===== src/rtl/regfile_pkg.sv =====
// Shared register-file constants and the write-back slot record.
package regfile_pkg;
   localparam int REG_AW    = 5;
   localparam int REG_DW    = 32;
   localparam int NUM_REGS  = 32;
   localparam int NUM_PORTS = 2;
   localparam logic [REG_AW-1:0] ZERO_REG = 5'd0;

   typedef struct packed {
      logic              v;
      logic [REG_AW-1:0] addr;
      logic [REG_DW-1:0] data;
   } slot_t;
endpackage


===== src/rtl/wb_slot.sv =====
// One-entry write-back buffer. A load wins over a free in the same cycle, so a
// granted slot can be refilled without a bubble.
module wb_slot
   import regfile_pkg::*;
#(
   parameter int AW = REG_AW,
   parameter int DW = REG_DW
) (
   input  logic          clk,
   input  logic          rst,
   input  logic          i_load,
   input  logic          i_free,
   input  logic [AW-1:0] i_addr,
   input  logic [DW-1:0] i_data,
   output logic          o_v,
   output logic [AW-1:0] o_addr,
   output logic [DW-1:0] o_data
);
   always_ff @(posedge clk or negedge rst) begin
      if (!rst) begin
         o_v    <= 1'b0;
         o_addr <= '0;
         o_data <= '0;
      end else if (i_load) begin
         o_v    <= 1'b1;
         o_addr <= i_addr;
         o_data <= i_data;
      end else if (i_free) begin
         o_v    <= 1'b0;
      end
   end
endmodule


===== src/rtl/regfile_wb_arbiter.sv =====
// Two-port write-back arbiter for the register file's single write port, with
// oldest-first ordering, round-robin tie break and a pending-write mask.
module regfile_wb_arbiter
   import regfile_pkg::*;
#(
   parameter int AW = REG_AW,
   parameter int DW = REG_DW
) (
   input  logic                clk,
   input  logic                rst,
   input  logic                hold,
   input  logic                req0_valid,
   output logic                req0_ready,
   input  logic [AW-1:0]       req0_addr,
   input  logic [DW-1:0]       req0_data,
   input  logic                req1_valid,
   output logic                req1_ready,
   input  logic [AW-1:0]       req1_addr,
   input  logic [DW-1:0]       req1_data,
   output logic                we,
   output logic [AW-1:0]       waddr,
   output logic [DW-1:0]       wdata,
   output logic [NUM_REGS-1:0] pend_mask
);
   logic [NUM_PORTS-1:0]         w_valid, w_ready, w_load, w_grant, w_sv;
   logic [NUM_PORTS-1:0][AW-1:0] w_addr_in, w_saddr;
   logic [NUM_PORTS-1:0][DW-1:0] w_data_in, w_sdata;
   logic [AW-1:0]                w_gaddr;
   logic [DW-1:0]                w_gdata;
   logic                         w_both;
   logic [NUM_PORTS-1:0]         r_young;
   logic                         r_rr;

   assign w_valid   = {req1_valid, req0_valid};
   assign w_addr_in = {req1_addr, req0_addr};
   assign w_data_in = {req1_data, req0_data};
   assign req0_ready = w_ready[0];
   assign req1_ready = w_ready[1];

   for (genvar p = 0; p < NUM_PORTS; p++) begin : g_slot
      wb_slot #(.AW(AW), .DW(DW)) u_slot (
         .clk    (clk),
         .rst    (rst),
         .i_load (w_load[p]),
         .i_free (w_grant[p]),
         .i_addr (w_addr_in[p]),
         .i_data (w_data_in[p]),
         .o_v    (w_sv[p]),
         .o_addr (w_saddr[p]),
         .o_data (w_sdata[p])
      );
   end

   // Grant uses only registered state and hold: no valid->ready path.
   // r_young[p] marks slot p as loaded after the other one; neither young means a tie.
   always_comb begin
      w_grant = '0;
      if (!hold) begin
         if (w_sv[0] && (!w_sv[1] || r_young[1] || (!r_young[0] && !r_rr)))
            w_grant[0] = 1'b1;
         else if (w_sv[1])
            w_grant[1] = 1'b1;
      end
   end

   assign w_both  = &w_sv;
   assign w_ready = ~w_sv | w_grant;
   assign w_load  = w_valid & w_ready;
   assign w_gaddr = w_grant[1] ? w_saddr[1] : w_saddr[0];
   assign w_gdata = w_grant[1] ? w_sdata[1] : w_sdata[0];

   always_ff @(posedge clk or negedge rst) begin
      if (!rst) begin
         r_young <= '0;
         r_rr    <= 1'b0;
         we      <= 1'b0;
         waddr   <= '0;
         wdata   <= '0;
      end else begin
         // A load clears the other slot's stale young flag so both can never be set.
         if (w_load[0])
            r_young[0] <= w_sv[1] && !w_grant[1];
         else if (w_load[1])
            r_young[0] <= 1'b0;
         if (w_load[1])
            r_young[1] <= w_sv[0] && !w_grant[0];
         else if (w_load[0])
            r_young[1] <= 1'b0;

         if (w_both && |w_grant)
            r_rr <= w_grant[0];

         we <= 1'b0;
         if (|w_grant && (w_gaddr != AW'(ZERO_REG))) begin
            we    <= 1'b1;
            waddr <= w_gaddr;
            wdata <= w_gdata;
         end
      end
   end

   always_comb begin
      pend_mask = '0;
      for (int k = 1; k < NUM_REGS; k++)
         pend_mask[k] = (w_sv[0] && (w_saddr[0] == AW'(k))) ||
                        (w_sv[1] && (w_saddr[1] == AW'(k))) ||
                        (we && (waddr == AW'(k)));
   end
endmodule


===== config.mk =====
export PLATFORM = sky130hd
export DESIGN_NAME = regfile_wb_arbiter
export DESIGN_NICKNAME = d
export VERILOG_FILES = /design/src/rtl/regfile_pkg.sv /design/src/rtl/wb_slot.sv /design/src/rtl/regfile_wb_arbiter.sv
export SDC_FILE = /design/constraint.sdc
export NUM_CORES = 1
export LEC_CHECK = 0
export BUFFER_PORTS_ARGS = -buffer_cell sky130_fd_sc_hd__buf_4
export CAP_MARGIN = 40
export CORE_AREA = 2 2 126 128
export CTS_CLUSTER_SIZE = 14
export DETAILED_ROUTE_END_ITERATION = 8
export DIE_AREA = 0 0 128 130
export PLACE_DENSITY_LB_ADDON = 0.3
export SLEW_MARGIN = 10
export SYNTH_ARGS = -nofsm -noshare
export SYNTH_HDL_FRONTEND = slang
export SYNTH_SLANG_ARGS = --single-unit

===== constraint.sdc =====
create_clock -name clk -period 3.1 [get_ports clk]
set_input_delay 0.465 -clock clk [delete_from_list [all_inputs] [get_ports clk]]
set_output_delay 0.465 -clock clk [all_outputs]
set_load 0.02 [all_outputs]

# Word level (Yosys, flattened, before mapping)

Index checks and enable logic that the tools add are counted.

Reductions and logical operators: 174
Bitwise operators: 3
Muxes and demuxes: 15
Equal/unequal tests: 93

Operators with widths:

| operator                                                         | count |
|---|---|
| 5-bit == test (second input constant)                            | 48 |
| 5-bit by 4-bit == test with 1-bit output (second input constant) | 24 |
| 1-bit logical AND                                                | 99 |
| 1-bit logical OR                                                 | 64 |
| 5-bit by 3-bit == test with 1-bit output (second input constant) | 12 |
| 32-bit 2-to-1 mux                                                | 1 |
| 5-bit by 2-bit == test with 1-bit output (second input constant) | 6 |
| 5-bit by 1-bit == test with 1-bit output (second input constant) | 3 |
| 1-bit 2-to-1 mux                                                 | 12 |
| 2-bit nonzero test                                               | 3 |
| 1-bit zero test                                                  | 5 |
| 5-bit 2-to-1 mux                                                 | 1 |
| 5-bit nonzero test                                               | 1 |
| 2-bit AND                                                        | 1 |
| 2-bit 2-to-1 mux                                                 | 1 |
| 2-bit NOT                                                        | 1 |
| 2-bit OR                                                         | 1 |
| 2-bit AND reduction                                              | 1 |
| 2-bit OR reduction                                               | 1 |

Bits in registers: 117
Input bits: 79
Logic and storage cells: 296

# Logic depth before layout (Yosys ltp)

Depth in word-level cells: 10
Depth in mapped cells: 7

# Modules after synthesis

Synthesis repeated with hierarchy kept, for this count alone.

Cells, all modules: 558
Area, all modules: 5980.7 µm²

Modules (own cells, without submodules):

| module             | area each (µm²) | cells each | instances |
|---|---|---|---|
| regfile_wb_arbiter | 3002.9          | 396        | 1 |
| wb_slot            | 1488.9          | 81         | 2 |

# Worst setup path before layout

Ideal clock, no wire load.

Path type: flip-flop to output port
From: register waddr[2]
To: output pend_mask[23]
Slack: 1.171 ns
Data arrival time: 1.464 ns
Stages on the path, launching flop included: 6
Path through: dfrtp_1 clkbuf_1 inv_1 nor3_1 a32oi_1 nand2_1

Longest elaborated chain between the ends: 3

RTL lines:

| what                   | RTL line                  | source |
|---|---|---|
| from (decl)            | regfile_wb_arbiter.sv:21  | `output logic [AW-1:0] waddr,` |
| from (signal assigned) | regfile_wb_arbiter.sv:96  | `waddr <= w_gaddr;` |
| 5-bit == test          | regfile_wb_arbiter.sv:107 | `(we && (waddr == AW'(k)));` |
| 1-bit logical AND      | regfile_wb_arbiter.sv:107 |  |
| 1-bit logical OR       | regfile_wb_arbiter.sv:106 | `(w_sv[1] && (w_saddr[1] == AW'(k))) \|\|` |
| to (decl)              | regfile_wb_arbiter.sv:23  | `output logic [NUM_REGS-1:0] pend_mask` |

Every way passes these cells.

# Worst setup path in the final report

From: register g_slot[0].u_slot.o_addr[3]
To: output pend_mask[9]

Longest elaborated chain between the ends: 4

RTL lines:

| what                                     | RTL line                  | source |
|---|---|---|
| from (decl)                              | wb_slot.sv:16             | `output logic [AW-1:0] o_addr,` |
| from (signal assigned)                   | wb_slot.sv:26             | `o_addr <= i_addr;` |
| 5-bit by 4-bit == test with 1-bit output | regfile_wb_arbiter.sv:105 | `pend_mask[k] = (w_sv[0] && (w_saddr[0] == AW'(k))) \|\|` |
| 1-bit logical AND                        | regfile_wb_arbiter.sv:105 |  |
| 1-bit logical OR                         | regfile_wb_arbiter.sv:105 |  |
| 1-bit logical OR                         | regfile_wb_arbiter.sv:106 |  |

Every way passes these cells.

==> impl_metrics.yaml <==
floorplanning:
  core_sq_um: 15400
  die_w_um: 128
  rows: 46
  design.die.area_sq_um: 16600
  initial_core_util: 0.388
  die_y_um: 130
  num_io_pins: 151
detailed_routing:
  vias: 4829
  dr.pass1.iters: 5
  drt_iter0_drc: 476
  drtAntennaViolNets: 0
  drc: 0
  avgViaCountPerCell: 5.36
  wl_mm: 16.2
  drt-wirelength-per-cell_um: 17.9
setup_path:
  cp_slowest_cell: "dfrtp_1"
  critPathBufInv: 2
  cp.depth: 5
  worstReg2RegEnd: "wdata[4]"
  cp_cell_sequence: "nor2b_1, nor3b_1, a222oi_1, inv_1, buf_4"
  critPathArrivalTime_ns: 2.27
  critPathRequiredTime_ns: 2.63
  cp-end-kind: "primary output"
  path_class: "reg -> out"
  crit_path_start_kind: "flip-flop"
  reg2reg_depth: 4
  cpLargestDelayFamily: "simple AND/OR/NAND/NOR gates"
  worstPathMaxFanout: 11
  r2r_setup_slack_ns: 0.81
  slowest_delay_ns: 0.53
  r2r-start: "g_slot[0].u_slot.o_v"
global_routing:
  antenna_found_initial: 0
  grt_usage: 0.199
  grt_overflow: 0
  grt_pass1_vias: 5002
  grt_pass1_wl_mm: 26.0
  grt_start_max_net_pins: 75
place:
  numPortBuffers: 149
  post-place-ws_ns: 0.761
  finalWeightedCongestion: 0.866
  hpwl_mm: 11.4
logic_synthesis:
  async_flop_share: 1.00
  synth-seq-cells: 117
  syn_nets: 634
  synth_enable_flop_cells: 0
  syn_inst: 555
  yosys_warnings: 0
  synth_ff_type: "dfrtp_1"
  synth-seq-area-share: 0.489
  syn_area_sq_um: 5990
  syn_area_per_cell_sq_um: 10.8
  ys_types: 46
clock_tree:
  path_clk_slew_ns: 0.05
  clock_path_buffers: 2
  hold_buffers: 0
  cts_tree: "done"
  cts-root-buf: "clkbuf_16"
  cts_resized: 0
  cts_setup_buffers: 0
  clk_latency_ns: 0.41
  clkSinkCount: 117
  htreeDepth: 4
  cts_buffers: 17
finish:
  antennaDiodeCount: 0
  multi_input_area_sq_um: 2580
  final_cell_mix: "buf_4, dfrtp_1, inv_1"
  layout-area-overhead-vs-synth_pct: 30.7
  layout_commonest_cell: "buf_4"
  drive_above_1_share: 0.409
  seq_area_sq_um: 2930
  nFillCells: 1419
  final_nets: 775
pwr:
  p_per_area_nw_per_um2: 1110
  p_leak_nw: 3.72
  ir_drop_v: 0.000544
sta:
  setup_tns_ns: 0
  period_share: 0.882
  hold_viol_final: 0
  period_needed_ns: 2.73
  clock_skew_ns: 0.00717
  maxSlewViolCount: 0
  worst_slack_ns: 0.367
  rsz0062_at_grt: "no"
  fmax_mhz: 366
  setup_viol: 0
  relSlewSlack: 0.453
  worstMarginPinSlew_ns: 0.819
run_status:
  status: "completed"
min_path:
  min_path_type: "in -> async"
flow_run:
  max_cap_violations: 0
cells in the mapped netlist (8+ instances only):
library cell  number  area [sq um]
clkbuf_1           8          30.0
mux2_1             9           101
nand2_1           61           229
a221oi_2          27           405
dfrtp_1          117          2930
nor3_1            43           215
mux2_2            65           732
a32oi_1           11          96.3
inv_1             75           282
a22oi_1           19           143
buf_2             10          50.1
nor2_1            23          86.3
where the power goes:
part           internal [mW]  switching, mW  leakage [nW]
clock network           1.22          0.682         0.274
logic                   1.68           2.13          2.08
registers               2.31          0.663          1.36
total                   5.21           3.47          3.72
cell families after synthesis:
group | count (synthesis) | synth area share
buffers and inverters | 109 | 0.0851
AOI/OAI and AO/OA | 94 | 0.158
and+or+nand+nor | 158 | 0.125
other | 1 | 0.000626
DFF | 117 | 0.489
muxes | 76 | 0.143
metal layers:
layer | vias to the layer above | wire length (um) | GRT usage
met4 | 0 | 167 | 0.0666
met5 | - | 0 | 0
met2 | 200 | 7900 | 0.336
met3 | 20 | 1190 | 0.0529
li1 | 2227 | - | -
met1 | 2382 | 6910 | 0.249
sequential cells by signal, indices dropped and copies added, names as in the netlist:
signal                cells
wdata                    32
g_slot.u_slot.o_data     64
g_slot.u_slot.o_addr     10
r_young                   2
waddr                     5
we                        1
g_slot.u_slot.o_v         2
r_rr                      1
metrics by stage:
| stage | instances | hold WS (ns) | power, mW | utilization | cell area [sq um] |
|---|---|---|---|---|---|
| floorplan | 555 | 0.169 | 5.43 | - | 5990 |
| global placement | 868 | 0.476 | 6.67 | 0.467 | 7210 |
| detailed placement | 869 | 0.483 | 6.79 | 0.469 | 7240 |
| CTS | 901 | 0.0682 | 8.74 | 0.507 | 7830 |
| global route | 901 | 0.0977 | 9.24 | 0.507 | 7830 |
| finish | 901 | 0.0664 | 8.68 | 0.507 | 7830 |
final cells by class:
class,instances,area share
Clock buffer,20,0.0584
Clock inverter,12,0.0166
Inverter,75,0.0360
Multi-Input combinational cell,329,0.330
Sequential cell,117,0.374
Tap cell,192,0.0307
Timing Repair Buffer,156,0.154
worst reg2reg max path, cell delays in order (launching register included):
cell and delay, ns:
dfrtp_1 0.55, inv_1 0.22, a21oi_1 0.29, nand3_4 0.58
a221oi_1 0.53
worst max path at each step:
stage                          to                       start
floorplan           pend_mask[23]                    waddr[2]
global placement    pend_mask[10]                    waddr[1]
detailed placement       wdata[2]                        hold
CTS                  pend_mask[9]  g_slot[0].u_slot.o_addr[3]
global route         pend_mask[9]  g_slot[0].u_slot.o_addr[3]
finish               pend_mask[9]  g_slot[0].u_slot.o_addr[3]
(Power assumes the default switching activity.)
